<file path="src/rtl/less_than_array.sv">
// N-lane race-logic less-than (inhibit) with an internal gamma-cycle counter.
// Optional arrival timestamps (t_arr/t_vld) are enabled by defining LT_TIMESTAMP_EN.
module less_than_array #(
    parameter int N_LANES           = 4,
    parameter int GAMMA_CYCLE_WIDTH = 16,
    parameter int MAX_PULSE_WIDTH   = 8,
    parameter bit LEQ               = 1'b0,
    localparam int TW               = $clog2(GAMMA_CYCLE_WIDTH)
) (
    input  logic               aclk,
    input  logic               rst,
    input  logic               grst,
    input  logic [N_LANES-1:0] a,
    input  logic [N_LANES-1:0] b,
    output logic [N_LANES-1:0] q,
    output logic               gstart,
    output logic [TW-1:0]      cnt
`ifdef LT_TIMESTAMP_EN
    ,
    output logic [N_LANES*TW-1:0] t_arr,
    output logic [N_LANES-1:0]    t_vld
`endif
);

    localparam int PW = (MAX_PULSE_WIDTH > 1) ? $clog2(MAX_PULSE_WIDTH) : 1;
    localparam logic [PW-1:0] PW_LAST  = PW'(MAX_PULSE_WIDTH - 1);
    localparam logic [TW-1:0] CNT_LAST = TW'(GAMMA_CYCLE_WIDTH - 1);

    typedef enum logic [1:0] {IDLE, PASS, BLOCK, DONE} lane_state_t;

    lane_state_t        state     [N_LANES];
    lane_state_t        state_nxt [N_LANES];
    logic [PW-1:0]      pw_cnt    [N_LANES];
    logic [PW-1:0]      pw_nxt    [N_LANES];
    logic [N_LANES-1:0] a_d, b_d, a_r, b_r;
    logic               boundary;

    assign boundary = grst | (cnt == CNT_LAST);
    assign gstart   = (cnt == '0);
    assign a_r      = a & ~a_d;
    assign b_r      = b & ~b_d;

    // NOTE: sequential state uses non-blocking assignments so every register samples pre-edge values.
    always_ff @(posedge aclk) begin
        if (!rst) begin
            cnt <= '0;
            a_d <= '0;
            b_d <= '0;
        end else begin
            cnt <= boundary ? '0 : cnt + TW'(1);
            // Delayed levels survive the boundary: a held level is not a fresh arrival.
            a_d <= a;
            b_d <= b;
        end
    end

    // NOTE: every combinational output gets a default first, so no latch is inferred.
    always_comb begin
        for (int i = 0; i < N_LANES; i++) begin
            state_nxt[i] = state[i];
            pw_nxt[i]    = pw_cnt[i];
            unique case (state[i])
                IDLE: begin
                    if (a_r[i] && !b_d[i] && (!b_r[i] || LEQ)) begin
                        state_nxt[i] = PASS;
                        pw_nxt[i]    = '0;
                    end else if (a_r[i] || b_r[i]) begin
                        state_nxt[i] = BLOCK;
                    end
                end
                PASS: begin
                    if (!a[i] || pw_cnt[i] == PW_LAST) state_nxt[i] = DONE;
                    else                               pw_nxt[i]    = pw_cnt[i] + PW'(1);
                end
                default: ;
            endcase
            if (boundary) state_nxt[i] = IDLE;
        end
    end

    // q is registered directly from the next state so it never glitches on a state decode.
    always_ff @(posedge aclk) begin
        if (!rst) begin
            q <= '0;
            for (int i = 0; i < N_LANES; i++) begin
                state[i]  <= IDLE;
                pw_cnt[i] <= '0;
            end
        end else begin
            for (int i = 0; i < N_LANES; i++) begin
                state[i]  <= state_nxt[i];
                pw_cnt[i] <= pw_nxt[i];
                q[i]      <= (state_nxt[i] == PASS);
            end
        end
    end

`ifdef LT_TIMESTAMP_EN
    logic [N_LANES-1:0] enter;

    always_comb begin
        enter = '0;
        for (int i = 0; i < N_LANES; i++)
            enter[i] = (state[i] == IDLE) && (state_nxt[i] == PASS);
    end

    always_ff @(posedge aclk) begin
        if (!rst || boundary) begin
            t_arr <= '0;
            t_vld <= '0;
        end else begin
            for (int i = 0; i < N_LANES; i++) begin
                if (enter[i]) begin
                    t_vld[i]          <= 1'b1;
                    t_arr[i*TW +: TW] <= cnt;
                end
            end
        end
    end
`endif

endmodule

</file>
<file path="config.mk">
export PLATFORM = sky130hd
export DESIGN_NAME = less_than_array
export DESIGN_NICKNAME = d
export VERILOG_FILES = /design/src/rtl/less_than_array.sv
export SDC_FILE = /design/constraint.sdc
export NUM_CORES = 1
export LEC_CHECK = 0
export BUFFER_PORTS_ARGS = -buffer_cell sky130_fd_sc_hd__buf_2
export CORE_UTILIZATION = 50
export DETAILED_ROUTE_END_ITERATION = 6
export MAX_ROUTING_LAYER = met4
export PLACE_DENSITY = 0.8
export SYNTH_ARGS = -nofsm -noshare
export SYNTH_HDL_FRONTEND = slang
export SYNTH_SLANG_ARGS = --single-unit
</file>
<file path="constraint.sdc">
create_clock -name aclk -period 1.5 [get_ports aclk]
set_input_delay 0.225 -clock aclk [delete_from_list [all_inputs] [get_ports aclk]]
set_output_delay 0.225 -clock aclk [all_outputs]
set_load 0.02 [all_outputs]
</file>
==> results.sh, run 1 <==
export IMPL_synth_most_common_cell="dfxtp_1"
export IMPL_path_class="flop to flop"
export IMPL_core_area_mm2=0.00285
export IMPL_postCtsHoldBufs=0
export IMPL_cp_max_fo=3
export IMPL_root_buffer="clkbuf_4"
export IMPL_rsz0062_at_grt="yes"
export IMPL_violations="design-rule violations, negative setup slack"
export IMPL_chipWidth_um=57.6
export IMPL_period_share=1.01
export IMPL_synth_top_cell_by_area="dfxtp_1"
export IMPL_peakVddDrop_uv=704
export IMPL_nNetsFinal=211
export IMPL_wirelength_um=3330
export IMPL_grtUsageTotal=0.218
export IMPL_worst_slew_pin_slew_ns=0.350
export IMPL_antenna_cells=0
export IMPL_clk_latency_ns=0.33
export IMPL_clk_pin_slew_ns=0.10
export IMPL_setup_ws_ns=-0.0110
export IMPL_max_slew_margin=0.766
export IMPL_cp_cell_sequence="or4b_4 > or3_4 > a41o_1"
export IMPL_slowest_delay_ns=0.51
export IMPL_multi_input_area_um2=956
export IMPL_status="finished, violations left"
export IMPL_netlist_top_cells_area="dfxtp_1, ha_1, and2_1"
export IMPL_rows=19
export IMPL_synth_edff_count=0
export IMPL_synth_top_area_frac=0.466
export IMPL_drive_gt1_frac=0.387
export IMPL_cts_sinks=36
export IMPL_area_delta_synth_final_pct=31.1
export IMPL_final_setup_tns_ns=-0.0182
export IMPL_maxCapViolCount=0
export IMPL_gp_congestion=0.742
export IMPL_chipHeight_um=57.6
export IMPL_grt_overflow_total=0
export IMPL_n_fill_cell=209
export IMPL_synth_commonest_cells="dfxtp_1, and2_1, nor2_1"
export IMPL_synth_distinct_cells=33
export IMPL_end_kind="flop"
export IMPL_synth_cells=159
export IMPL_antenna_left=0
export IMPL_area_sequential_um2=731
export IMPL_crit_slowest_cell="or4b_4"
export IMPL_min_period_ns=1.51
export IMPL_antenna_found_initial=0
export IMPL_place_port_buffers=19
export IMPL_hp_class="input pin to flop"
export IMPL_finalHoldViolations=0
export IMPL_finClkSkew_ns=0.0117
export IMPL_yosysWarnings=0
export IMPL_pre_cts_slack_ns=-0.127
export IMPL_ctsLongestPathBuffers=2
export IMPL_critPathLaunchType="flop"
export IMPL_dieArea_mm2=0.00332
export IMPL_start_util=0.542
export IMPL_numCtsBuffers=5
export IMPL_grt_pass1_vias=1292
export IMPL_wire_per_inst_um=15.0
export IMPL_htreeDepth=2
export IMPL_synth_area_per_cell_um2=9.73
export IMPL_setup_viol=2
export IMPL_first_pass_iters=6
export IMPL_synthesis_area_mm2=0.00155
export IMPL_drcViolationCount=1
export IMPL_cpLargestDelayFamily="simple AND/OR/NAND/NOR gates"
export IMPL_pin_count=20
export IMPL_postSynth_asyncResetShare=0
export IMPL_tritoncts="done"
export IMPL_synth_main_ff_cell="dfxtp_1"
export IMPL_grt_pass1_wl_um=5330
export IMPL_first_iter_violations=30
export IMPL_fmax_ghz=0.662
export IMPL_avgViaCountPerCell=5.85
export IMPL_synth_seq_cells=36
export IMPL_crit_buf_inv=0
export IMPL_syn_nets=180
export IMPL_vias=1299
export IMPL_synth_seq_area_share=0.466
export IMPL_critPathRequiredTime_ns=1.73
export IMPL_cellPowerDensity_mw_per_mm2=956
export IMPL_place_hpwl_um=2170
export IMPL_drv_slew=0
export IMPL_leakagePower_nw=0.844
export IMPL_grt_max_degree=26
export IMPL_arrival_ns=1.74
-- repair_timing --
item	4_1_cts	5_1_grt
pin swaps	2	9
gates resized for setup	9	33
setup endpoints to repair	14	19
buffers inserted	2	1
-- layout by cell type, fill, tap and decap left out, types with 3 or more instances in the layout --
cell type  count
a21oi_1        3
and2_1        13
buf_2         18
buf_4         13
clkbuf_4       5
dfxtp_1       30
dfxtp_2        5
ha_1           6
nand2_1       11
nand2b_1       4
nand3_1        7
nand3b_1       6
nor2_1        12
o21a_1         3
o22ai_1        3
o31ai_2        4
or4b_4         4
-- kinds of logic after synthesis --
logic type	after synthesis	synth area share
and+or+nand+nor	76	0.297
AOI/OAI and AO/OA	24	0.114
xor gates and xnor gates	2	0.0113
buffers and inverters	10	0.0243
muxes	1	0.00647
DFF	36	0.466
adders and majority gates	10	0.0809
-- flip-flops by register name (all words and copies together) (netlist names) --
name / flops
a_d: 4
cnt: 4
state: 8
b_d: 4
pw_cnt: 12
q: 4
-- power by group --
part | internal (mW) | total, mW | switching, mW | leakage [nW]
clock | 0.443 | 0.748 | 0.305 | 0.0515
combinational | 0.0903 | 0.179 | 0.0884 | 0.496
sequential | 0.983 | 1.01 | 0.0290 | 0.296
-- worst paths after layout --
path	start	to	slack, ns	depth (start not counted)
worst max-delay path	a_d[1]$_SDFF_PN0_	pw_cnt[1][1]$_SDFFE_PN0P_	-0.01	3
worst min-delay path	b[3]	b_d[3]$_SDFF_PN0_	0.12	2
worst max register to register	a_d[1]$_SDFF_PN0_	pw_cnt[1][1]$_SDFFE_PN0P_	-0.01	3
worst min register to register	cnt[0]$_SDFF_PP0_	cnt[0]$_SDFF_PP0_	0.46	1
-- final cells by class --
| type | count | area share |
|---|---|---|
| clock buffers | 7 | 0.0321 |
| clock inverters | 1 | 0.0148 |
| inverters | 2 | 0.00370 |
| multi-input cells | 113 | 0.472 |
| flip-flops and latches | 36 | 0.360 |
| well taps | 31 | 0.0191 |
| repair buffers | 32 | 0.0981 |
-- per-layer routing --
layer	global-route usage	part of all wire
met1	0.228	0.40
met2	0.387	0.53
met3	0.0513	0.049
met4	0.101	0.024
met5	-	0
-- metrics by stage --
step | instances | cell area, um^2 | total power [mW] | util | hold WS [ns]
finish | 222 | 2030 | 1.94 | 0.711 | 0.122
global route | 222 | 2030 | 2.01 | 0.711 | 0.104
CTS | 221 | 1870 | 1.93 | 0.655 | 0.104
detailed placement | 211 | 1730 | 1.18 | 0.605 | 0.456
global placement | 211 | 1730 | 1.17 | 0.605 | 0.447
floorplan | 159 | 1550 | 1.12 | - | 0.347
No activity file was read; power rests on OpenSTA's default activity.
==> run 2: changes to the inputs <==
--- a/config.mk
+++ b/config.mk
@@ -10,6 +10,7 @@
 export DETAILED_ROUTE_END_ITERATION = 6
 export MAX_ROUTING_LAYER = met4
 export PLACE_DENSITY = 0.8
+export SKIP_LAST_GASP = 1
 export SYNTH_ARGS = -nofsm -noshare
 export SYNTH_HDL_FRONTEND = slang
 export SYNTH_SLANG_ARGS = --single-unit
==> results.sh, run 2 (synthesis results as in run 1) <==
export IMPL_peakVddDrop_uv=707
export IMPL_area_delta_synth_final_pct=30.3
export IMPL_ctsLongestPathBuffers=2
export IMPL_drcViolationCount=1
export IMPL_clk_latency_ns=0.33
export IMPL_hold_depth=2
export IMPL_critPathLaunchType="flop"
export IMPL_final_common_cell="dfxtp_1"
export IMPL_cellPowerDensity_mw_per_mm2=962
export IMPL_holdPathEnd="b_d[3]$_SDFF_PN0_"
export IMPL_pin_count=20
export IMPL_first_iter_violations=41
export IMPL_seqPwrFrac=0.522
export IMPL_multi_input_area_um2=943
export IMPL_core_area_mm2=0.00285
export IMPL_arrival_ns=1.75
export IMPL_worst_slew_pin_slew_ns=0.354
export IMPL_sw_frac_of_total=0.218
export IMPL_cts_sinks=36
export IMPL_rows=19
export IMPL_grt_max_degree=26
export IMPL_p_sw_mw=0.422
export IMPL_chipWidth_um=57.6
export IMPL_area_sequential_um2=731
export IMPL_timing_rr_start="a_d[1]$_SDFF_PN0_"
export IMPL_start_util=0.542
export IMPL_timing_hold_ws_ns=0.122
export IMPL_holdCritStartpoint="b[3]"
export IMPL_wirelength_um=3320
export IMPL_cpLargestDelayFamily="simple AND/OR/NAND/NOR gates"
export IMPL_total_power_mw=1.94
export IMPL_antenna_cells=0
export IMPL_antenna_left=0
export IMPL_clk_pin_slew_ns=0.11
export IMPL_clockPowerShare=0.387
export IMPL_wire_per_inst_um=14.9
export IMPL_max_slew_margin=0.764
export IMPL_place_port_buffers=19
export IMPL_finalHoldViolations=0
export IMPL_reg2reg_setup_slack_ns=-0.01
export IMPL_nNetsFinal=211
export IMPL_grtUsageTotal=0.218
export IMPL_min_period_ns=1.51
export IMPL_slowest_delay_ns=0.51
export IMPL_grt_overflow_total=0
export IMPL_grt_pass1_wl_um=5330
export IMPL_end_kind="flop"
export IMPL_htreeDepth=2
export IMPL_rsz0062_at_grt="yes"
export IMPL_postCtsHoldBufs=0
export IMPL_grt_pass1_vias=1292
export IMPL_largest_register_ff_count=12
export IMPL_setup_ws_ns=-0.0107
export IMPL_violations="design-rule violations, negative setup slack"
export IMPL_fmax_ghz=0.662
export IMPL_first_pass_iters=6
export IMPL_place_hpwl_um=2170
export IMPL_path_class="flop to flop"
export IMPL_leakagePower_nw=0.840
export IMPL_drv_slew=0
export IMPL_crit_slowest_cell="or4b_4"
export IMPL_top_register="pw_cnt"
export IMPL_chipHeight_um=57.6
export IMPL_drive_gt1_frac=0.382
export IMPL_root_buffer="clkbuf_4"
export IMPL_gp_congestion=0.742
export IMPL_layout_common_cells="dfxtp_1, buf_2, and2_1, buf_4, nor2_1"
export IMPL_status="finished, violations left"
export IMPL_n_fill_cell=214
export IMPL_startpoint="a_d[1]$_SDFF_PN0_"
export IMPL_setup_viol=2
export IMPL_cp_cell_sequence="or4b_4 > or3_4 > a41o_1"
export IMPL_cp_max_fo=3
export IMPL_tritoncts="done"
export IMPL_dieArea_mm2=0.00332
export IMPL_antenna_found_initial=0
export IMPL_avgViaCountPerCell=5.80
export IMPL_period_share=1.01
export IMPL_critPathRequiredTime_ns=1.73
export IMPL_fin_util=0.706
export IMPL_finClkSkew_ns=0.0124
export IMPL_numCtsBuffers=5
export IMPL_vias=1287
export IMPL_hp_class="input pin to flop"
export IMPL_crit_buf_inv=0
export IMPL_pwr_share_comb=0.091
export IMPL_maxCapViolCount=0
export IMPL_r2r_end="pw_cnt[1][1]$_SDFFE_PN0P_"
export IMPL_p_int_mw=1.52
export IMPL_r2r_cells=3
export IMPL_top_regs="pw_cnt: 12 flops, state: 8 flops"
[run 2: final cells by class]
| cell class | count | share of cell area |
|---|---|---|
| Tap cell | 31 | 0.0193 |
| Timing Repair Buffer | 32 | 0.0988 |
| Multi-Input combinational cell | 113 | 0.468 |
| Sequential cell | 36 | 0.363 |
| Clock buffer | 7 | 0.0323 |
| Clock inverter | 1 | 0.0149 |
| Inverter | 2 | 0.00373 |
[run 2: power by group through the flow]
stage | sequential, mW | clock (mW) | combinational [mW]
2_1_floorplan | 1.03 | 0 | 0.0889
3_5_place_dp | 1.03 | 0 | 0.149
3_3_place_gp | 1.02 | 0 | 0.142
6_report | 1.01 | 0.749 | 0.177
5_1_grt | 1.01 | 0.799 | 0.194
4_1_cts | 1.01 | 0.764 | 0.155
[run 2: worst max path at each step]
stage	endpoint	slack (ns)	cells past startpoint
floorplan	pw_cnt[1][1]$_SDFFE_PN0P_	0.006	3
global placement	pw_cnt[3][2]$_SDFFE_PN0P_	-0.05	4
detailed placement	pw_cnt[3][0]$_SDFFE_PN0P_	-0.13	4
CTS	pw_cnt[1][1]$_SDFFE_PN0P_	-0.05	3
global route	pw_cnt[0][0]$_SDFFE_PN0P_	-0.04	6
finish	pw_cnt[1][1]$_SDFFE_PN0P_	-0.01	3
[run 2: what timing repair did]
item / CTS / global route
gates resized for setup: 9 / 31
buffers inserted: 2 / 1
hold endpoints to repair: 0 / 0
cloned: 0 / 0
setup endpoints to repair: 14 / 19
pin swaps: 2 / 9
[run 2: layer usage]
layer / track usage / share of wire / vias to the layer above
met5: - / 0 / -
met4: 0.101 / 0.022 / 0
met3: 0.0513 / 0.044 / 8
met2: 0.387 / 0.54 / 37
met1: 0.228 / 0.40 / 607
li1: - / - / 635
[run 2: per-stage QoR]
| stage | instance area [um^2] | setup slack (ns) | cells | setup TNS, ns |
|---|---|---|---|---|
| 3_5_place_dp | 1730 | -0.127 | 211 | -0.933 |
| 6_report | 2010 | -0.0107 | 222 | -0.0179 |
| 3_3_place_gp | 1730 | -0.0496 | 211 | -0.347 |
| 5_1_grt | 2010 | -0.0442 | 222 | -0.203 |
| 4_1_cts | 1870 | -0.0474 | 221 | -0.0474 |
| 2_1_floorplan | 1550 | 0.00554 | 159 | 0 |
==> run 3: changes to the inputs <==
--- a/config.mk
+++ b/config.mk
@@ -6,10 +6,11 @@
 export NUM_CORES = 1
 export LEC_CHECK = 0
 export BUFFER_PORTS_ARGS = -buffer_cell sky130_fd_sc_hd__buf_2
-export CORE_UTILIZATION = 50
+export CAP_MARGIN = 20
+export CORE_UTILIZATION = 56
 export DETAILED_ROUTE_END_ITERATION = 6
 export MAX_ROUTING_LAYER = met4
-export PLACE_DENSITY = 0.8
+export PLACE_DENSITY = 0.85
 export SKIP_LAST_GASP = 1
 export SYNTH_ARGS = -nofsm -noshare
 export SYNTH_HDL_FRONTEND = slang
==> constraint.sdc (replaced) <==
create_clock -name aclk -period 1.6 [get_ports aclk]
set_input_delay 0.24 -clock aclk [delete_from_list [all_inputs] [get_ports aclk]]
set_output_delay 0.24 -clock aclk [all_outputs]
set_load 0.02 [all_outputs]
==> results.sh, run 3 (synthesis results as in run 1) <==
export IMPL_antenna_cells=0
export IMPL_dieArea_mm2=0.00298
export IMPL_drv_slew=0
export IMPL_final_common_cell="dfxtp_1"
export IMPL_min_period_ns=1.55
export IMPL_reg2reg_setup_slack_ns=0.05
export IMPL_critPathRequiredTime_ns=1.83
export IMPL_drive_gt1_frac=0.232
export IMPL_fmax_ghz=0.645
export IMPL_drcViolationCount=0
export IMPL_core_area_mm2=0.00254
export IMPL_antenna_left=0
export IMPL_rsz0062_at_grt="no"
export IMPL_place_hpwl_um=2150
export IMPL_first_iter_violations=9
export IMPL_ctsLongestPathBuffers=2
export IMPL_setup_ws_ns=0.0505
export IMPL_largest_register_ff_count=12
export IMPL_crit_slowest_cell="or4b_4"
export IMPL_place_port_buffers=19
export IMPL_layout_common_cells="dfxtp_1, buf_2, and2_1, nor2_1, nand2_1"
export IMPL_top_regs="pw_cnt: 12 flops, state: 8 flops"
export IMPL_grt_max_degree=20
export IMPL_chipWidth_um=54.6
export IMPL_critPathLaunchType="flop"
export IMPL_slowest_delay_ns=0.54
export IMPL_area_delta_synth_final_pct=14.2
export IMPL_chipHeight_um=54.6
export IMPL_wire_per_inst_um=13.7
export IMPL_path_class="flop to flop"
export IMPL_antenna_found_initial=0
export IMPL_status="complete, no violations"
export IMPL_leakagePower_nw=0.772
export IMPL_maxCapViolCount=0
export IMPL_grt_pass1_vias=1151
export IMPL_setup_viol=0
export IMPL_numCtsBuffers=5
export IMPL_start_util=0.608
export IMPL_clk_pin_slew_ns=0.11
export IMPL_grt_pass1_wl_um=4620
export IMPL_grtUsageTotal=0.236
export IMPL_finClkSkew_ns=0.0100
export IMPL_period_share=0.968
export IMPL_grt_overflow_total=0
export IMPL_htreeDepth=2
export IMPL_end_kind="flop"
export IMPL_gp_congestion=0.774
export IMPL_rows=18
export IMPL_hp_class="input pin to flop"
export IMPL_pin_count=20
export IMPL_finalHoldViolations=0
export IMPL_avgViaCountPerCell=5.69
export IMPL_cellPowerDensity_mw_per_mm2=894
export IMPL_vias=1200
export IMPL_timing_hold_ws_ns=0.123
export IMPL_final_setup_tns_ns=0
export IMPL_top_register="pw_cnt"
export IMPL_cp_cell_sequence="or4b_4 > or3_4 > a41o_1"
export IMPL_post_cts_setup_buffer_count=0
export IMPL_pre_cts_slack_ns=-0.00924
export IMPL_arrival_ns=1.78
export IMPL_max_slew_margin=0.767
export IMPL_first_pass_iters=4
export IMPL_root_buffer="clkbuf_4"
export IMPL_worst_slew_pin_slew_ns=0.345
export IMPL_nNetsFinal=201
export IMPL_wirelength_um=2890
export IMPL_peakVddDrop_uv=826
export IMPL_clk_latency_ns=0.34
export IMPL_n_fill_cell=213
export IMPL_cts_sinks=36
export IMPL_tritoncts="done"
export IMPL_cp_max_fo=3
[run 3: final cells by class]
| cell class | instances | area, um^2 | area share |
|---|---|---|---|
| Multi-Input combinational cell | 113 | 820 | 0.464 |
| Sequential cell | 36 | 722 | 0.409 |
| Tap cell | 30 | 37.5 | 0.0213 |
| Clock buffer | 6 | 51.3 | 0.0291 |
| Inverter | 2 | 7.51 | 0.00425 |
| Timing Repair Buffer | 22 | 118 | 0.0666 |
| Clock inverter | 2 | 10.0 | 0.00567 |
[run 3: timing repair]
| item | 4_1_cts | 5_1_grt |
|---|---|---|
| setup endpoints to repair | 0 | 11 |
| hold buffers | 0 | 0 |
| resized for setup | 0 | 7 |
[run 3: final timing paths]
| kind | depth (start not counted) | to | startpoint |
|---|---|---|---|
| min reg2reg | 1 | cnt[0]$_SDFF_PP0_ | cnt[0]$_SDFF_PP0_ |
| max | 3 | pw_cnt[1][1]$_SDFFE_PN0P_ | a_d[1]$_SDFF_PN0_ |
| max reg2reg | 3 | pw_cnt[1][1]$_SDFFE_PN0P_ | a_d[1]$_SDFF_PN0_ |
| min | 2 | b_d[3]$_SDFF_PN0_ | b[3] |
[run 3: critical path: cells and delay by family, from the launching register on]
kind | cells | cell delay (ns)
AO/OA/AOI/OAI | 1 | 0.24
AND/OR/NAND/NOR | 2 | 0.89
flip-flops | 1 | 0.32
[run 3: report_power, final]
part	internal (mW)	switching, mW
Clock	0.209	0.294
Sequential	0.922	0.0222
Combinational	0.0617	0.0693
[run 3: through the flow]
stage / cell area (um^2) / std cells / utilization / power, mW
after global placement: 1670 / 203 / 0.657 / 1.08
after CTS: 1730 / 211 / 0.681 / 1.58
after floorplan: 1550 / 159 / - / 1.05
final: 1770 / 211 / 0.694 / 1.58
after global routing: 1770 / 211 / 0.694 / 1.65
after detailed placement: 1670 / 203 / 0.657 / 1.09
[run 3: routing by layer]
layer,wire (um),track usage,vias up
met2,1620,0.449,10
met3,62,0.0583,9
met1,1160,0.214,570
met4,53,0.115,0
met5,0,-,-
li1,-,-,611
